`config.mk`:
```
export PLATFORM = sky130hd
export DESIGN_NAME = seg7_scan_driver
export DESIGN_NICKNAME = d
export VERILOG_FILES = /design/src/rtl/seg7_scan_driver.sv
export SDC_FILE = /design/constraint.sdc
export NUM_CORES = 1
export LEC_CHECK = 0
export ABC_AREA = 1
export CAP_MARGIN = 20
export CORE_UTILIZATION = 40
export DETAILED_ROUTE_END_ITERATION = 10
export GPL_ROUTABILITY_DRIVEN = 1
export SLEW_MARGIN = 20
export SYNTH_ARGS = -nofsm -noshare
export SYNTH_HDL_FRONTEND = slang
export SYNTH_SLANG_ARGS = --single-unit
```
`constraint.sdc`:
```
create_clock -name CLOCK -period 2.4 [get_ports CLOCK]
set_input_delay 0.72 -clock CLOCK [delete_from_list [all_inputs] [get_ports CLOCK]]
set_output_delay 0.72 -clock CLOCK [all_outputs]
set_load 0.01 [all_outputs]
```
`src/rtl/seg7_scan_driver.sv`:
```
// seg7_scan_driver: multiplexed active-low seven-segment scan driver with a frame-synchronous shadow register.
// Optional leading-zero blanking when SEG_LEAD_BLANK_EN is defined. Rev 1.0
`default_nettype none

module seg7_scan_driver #(
  parameter int DIGITS = 4,
  parameter int IDX_W  = 2
) (
  input  logic                CLOCK,
  input  logic                RESET_N,
  input  logic                scan_tick,
  input  logic                upd_req,
  input  logic [4*DIGITS-1:0] upd_value,
  input  logic [DIGITS-1:0]   upd_dp,
  output logic                upd_ack,
  output logic [DIGITS-1:0]   an,
  output logic [6:0]          seg,
  output logic                dp,
  output logic                frame_start
);

  localparam logic [IDX_W-1:0] LAST_IDX = IDX_W'(DIGITS - 1);
  localparam logic [6:0]       SEG_OFF  = 7'h7F;

  logic [IDX_W-1:0]    idx;
  logic [IDX_W-1:0]    idx_nxt;
  logic [4*DIGITS-1:0] val_q;
  logic [4*DIGITS-1:0] val_nxt;
  logic [DIGITS-1:0]   dpm_q;
  logic [DIGITS-1:0]   dpm_nxt;
  logic                boundary;
  logic                load;
  logic [3:0]          nib [DIGITS];
  logic [DIGITS-1:0]   an_nxt;
  logic [6:0]          seg_nxt;

  function automatic logic [6:0] hex_glyph(input logic [3:0] n);
    logic [6:0] g;
    case (n)
      4'h0: g = 7'h40;
      4'h1: g = 7'h79;
      4'h2: g = 7'h24;
      4'h3: g = 7'h30;
      4'h4: g = 7'h19;
      4'h5: g = 7'h12;
      4'h6: g = 7'h02;
      4'h7: g = 7'h78;
      4'h8: g = 7'h00;
      4'h9: g = 7'h10;
      4'hA: g = 7'h08;
      4'hB: g = 7'h03;
      4'hC: g = 7'h46;
      4'hD: g = 7'h21;
      4'hE: g = 7'h06;
      4'hF: g = 7'h0E;
      default: g = SEG_OFF;
    endcase
    return g;
  endfunction

  // Shadow loads on the wrap tick, and the new digit 0 decodes from the freshly loaded data.
  assign boundary = scan_tick && (idx == LAST_IDX);
  assign load     = boundary && upd_req;
  assign idx_nxt  = (idx == LAST_IDX) ? '0 : idx + IDX_W'(1);
  assign val_nxt  = load ? upd_value : val_q;
  assign dpm_nxt  = load ? upd_dp : dpm_q;

  generate
    for (genvar k = 0; k < DIGITS; k++) begin : g_nib
      assign nib[k] = val_nxt[4*k +: 4];
    end
  endgenerate

  always_comb begin
    an_nxt = '1;
    for (int i = 0; i < DIGITS; i++) begin
      if (idx_nxt == IDX_W'(i)) an_nxt[i] = 1'b0;
    end
  end

`ifdef SEG_LEAD_BLANK_EN
  logic [DIGITS-1:0] blank;
  logic              seen;

  // Walk from the most significant digit; a nonzero nibble or lit dp stops blanking below it.
  always_comb begin
    seen  = 1'b0;
    blank = '0;
    for (int k = DIGITS - 1; k >= 0; k--) begin
      seen     = seen | (nib[k] != 4'h0) | dpm_nxt[k];
      blank[k] = (k != 0) && !seen;
    end
  end

  assign seg_nxt = blank[idx_nxt] ? SEG_OFF : hex_glyph(nib[idx_nxt]);
`else
  assign seg_nxt = hex_glyph(nib[idx_nxt]);
`endif

  always_ff @(posedge CLOCK or negedge RESET_N) begin
    if (!RESET_N) begin
      idx         <= '0;
      val_q       <= '0;
      dpm_q       <= '0;
      an          <= '1;
      seg         <= SEG_OFF;
      dp          <= 1'b1;
      upd_ack     <= 1'b0;
      frame_start <= 1'b0;
    end else begin
      upd_ack     <= load;
      frame_start <= boundary;
      if (scan_tick) begin
        idx   <= idx_nxt;
        val_q <= val_nxt;
        dpm_q <= dpm_nxt;
        an    <= an_nxt;
        seg   <= seg_nxt;
        dp    <= ~dpm_nxt[idx_nxt];
      end
    end
  end

endmodule

`default_nettype wire

```
==> out/metrics.yaml <==
logic_synthesis:
  synthMuxAreaShare_pct: 0
  ys.flop_type: "dfrtp_1"
  yosysMostFrequentCell: "nand2_1"
  synth_xor_area_share_pct: 0
  synth-seq-cells: 36
  synth-compound-area-share_pct: 4.15
  syn_nets: 302
  yosysWarningCount: 0
  synth_top_area_share_pct: 28.5
  yosysSeqAreaShare_pct: 43.4
  syn_inst: 267
  async_reset_ff_share_pct: 100
  synth_top_family_by_area: "simple AND/OR/NAND/NOR gates"
  synthTopCellsByCount: "nand2_1, nand3_1, dfrtp_1, inv_1, dfstp_2"
  synth_edf_count: 0
  synth_cell_types: 26
  synth_area_sq_um: 2110
  synth-simple-area-share_pct: 37.4
  post-synth-top-area-cell: "dfrtp_1"
  synthAdderAreaFrac_pct: 6.52
  avgSynthCellArea_sq_um: 7.90
  synth_area_leaders: "dfrtp_1, nand2_1, dfstp_2, nand3_1, ha_1"
power_and_ir_drop:
  p_leak_nw: 1.40
  p_per_area_nw_per_um2: 1420
  irDropWorstVdd_mv: 0.625
floorplan:
  die_x_um: 74.6
  ioPinCount: 38
  fp-row-count: 26
  core_area_sq_um: 5110
  die_h_um: 74.6
  start_util_pct: 41.3
  dieArea_sq_um: 5570
global_route:
  antenna_found_initial: 0
  track_usage_pct: 18.4
  grt_pass1_wl_mm: 7.51
  grt_max_degree: 37
  overflow: 0
  grt_pass1_vias: 1691
critical_path:
  crit_path_frequent_cell: "nand2_1"
  cp_data_required_time_ps: 2630
  path_cells: "dlygate4sd2_1 -> inv_2 -> nor2_8 -> nand2_1 -> nand2_1 -> nand2_1 -> nand3_1 -> nand2_1 -> inv_2 -> ha_1 -> nand3_1 -> nand2_1 -> nand2_1 -> nand2_1 -> nand2_1 -> nand2_1"
  r2r_slack_ps: 210
  cp_max_fo: 11
  cp.arrival_ps: 2450
  reg2reg_depth: 13
  max_stage_delay_ps: 300
  cp_top_family: "simple AND/OR/NAND/NOR gates"
  setup.worst_path.end_class: "register"
  crit_path_top_delay_cell: "dlygate4sd2_1"
  r2r-start: "idx[0]"
  crit_cells: 16
  startpoint_type: "input pin"
  crit_type: "in -> reg"
  r2r-end: "seg[3]"
  cp_num_buf_inv: 3
routing:
  drc_errors: 0
  viasPerCell: 4.70
  dr.pass1.iters: 5
  wire_per_inst_um: 11.8
  drtAntennaViolNets: 0
  drtIter0Drc: 92
  drt_wl_total_mm: 4.65
  vias: 1853
worst_hold_path:
  min_delay_path_depth: 2
  hold_path_startpoint: "seg[0]"
  hp-class: "reg -> reg"
  holdPathEnd: "seg[0]"
timing:
  layout_setup_ws_ps: 180
  drv_slew: 0
  rsz0062_at_grt: "no"
  fmax_ghz: 0.450
  relSlewSlack_pct: 69.7
  setup_viol: 0
  timing.final.crit_period_ps: 2220
  tns_ps: 0
  fin_worst_skew_ps: 4.14
  finalHoldViolCount: 0
  worst_slew_pin_slew_ps: 455
  period_share_pct: 92.5
clocking:
  hold_buffers: 0
  cts_tree: "done"
  clock_latency_ps: 290
  post-cts-setup-buffers: 0
  cts_max_level: 2
  root_buffer: "clkbuf_8"
  clkTransAtPathRegs_ps: 70
  cts_buffers: 5
  cts_buffer_depth: 2
  cts.sinks: 36
cells_and_area:
  final_area_sq_um: 2720
  fin_nets: 358
  n_antenna_cell: 0
  drive_gt1_share_pct: 18.5
  syn_to_final_growth_pct: 29.1
  post-route-util_pct: 53.3
  nFillCells: 525
placement:
  pre_cts_ws_ps: -444
  place_area_sq_um: 2640
  post-dp-hpwl_mm: 3.47
  portBuffers: 37
  gp_congestion: 0.879
run:
  drv_cap: 0
status:
  status: "finished clean"
power by group:
group          total (mW)  switching [mW]  leakage [nW]  internal (mW)
combinational        2.43            1.42         0.930           1.01
sequential           1.03           0.106         0.429          0.919
clock               0.407           0.203        0.0422          0.203
sequential cells by signal, indices dropped and copies added (netlist names):
register / cells
dpm_q: 4
dp: 1
seg: 7
an: 4
frame_start: 1
upd_ack: 1
val_q: 16
idx: 2
metal layers:
layer	wire length [um]	track usage, %	vias up
met5	0	0	-
met4	72	7.55	0
met3	221	4.15	6
met2	2160	29.7	38
met1	2200	23.8	851
li1	-	-	958
layout make-up:
type                            instances  area, sq um  share of cell area (%)
Clock buffer                            7         76.3                    2.80
Clock inverter                          1         5.00                   0.184
Inverter                               22         82.6                    3.03
Multi-Input combinational cell        199         1030                    37.7
Sequential cell                        36          916                    33.6
Tap cell                               70         87.6                    3.22
Timing Repair Buffer                   59          529                    19.4
cells by family (layout without fill, tap and decap cells):
group,Yosys count,in the layout
buffers and inverters,32,89
and+or+nand+nor,173,173
DFF,36,36
AOI/OAI and AO/OA,15,15
adders and majority gates,11,11
repair_timing:
item / 4_1_cts / 5_1_grt
hold endpoints to repair: 0 / 0
resized for setup: 2 / 5
pin swaps: 0 / 1
endpoints found under the setup margin: 7 / 7
how the worst max path moves through the flow:
stage	end	slack, ps	startpoint
after detailed placement	seg[5]	-440	scan_tick
final	seg[3]	180	upd_req
after global placement	seg[5]	-370	scan_tick
after floorplan	seg[3]	180	scan_tick
after global routing	seg[3]	9	upd_req
after CTS	seg[3]	90	idx[1]
tightest hold or removal path, stage by stage (launching register included):
cell	delay [ps]
dfstp_2	370
nand2_1	50
nand2_1	50
cell usage in the layout (no fill, tap or decap), drive strengths merged:
cell type	instances
dlygate4sd2	1
clkdlybuf4s50	35
nand3	38
dfstp	12
a21oi	3
dfrtp	24
nor2	11
ha	11
clkinv	1
inv	22
a31oi	1
nand2	120
o21a	1
nand4	4
buf	22
o21ai	8
o211ai	2
clkbuf	8
metrics by stage:
| stage | cells | power (mW) | hold slack [ps] |
|---|---|---|---|
| after floorplan | 267 | 2.66 | 424 |
| after global placement | 386 | 3.42 | 458 |
| after detailed placement | 386 | 3.44 | 460 |
| after CTS | 394 | 3.87 | 472 |
| after global routing | 394 | 4.22 | 485 |
| final | 394 | 3.86 | 469 |
(Power assumes the default switching activity.)
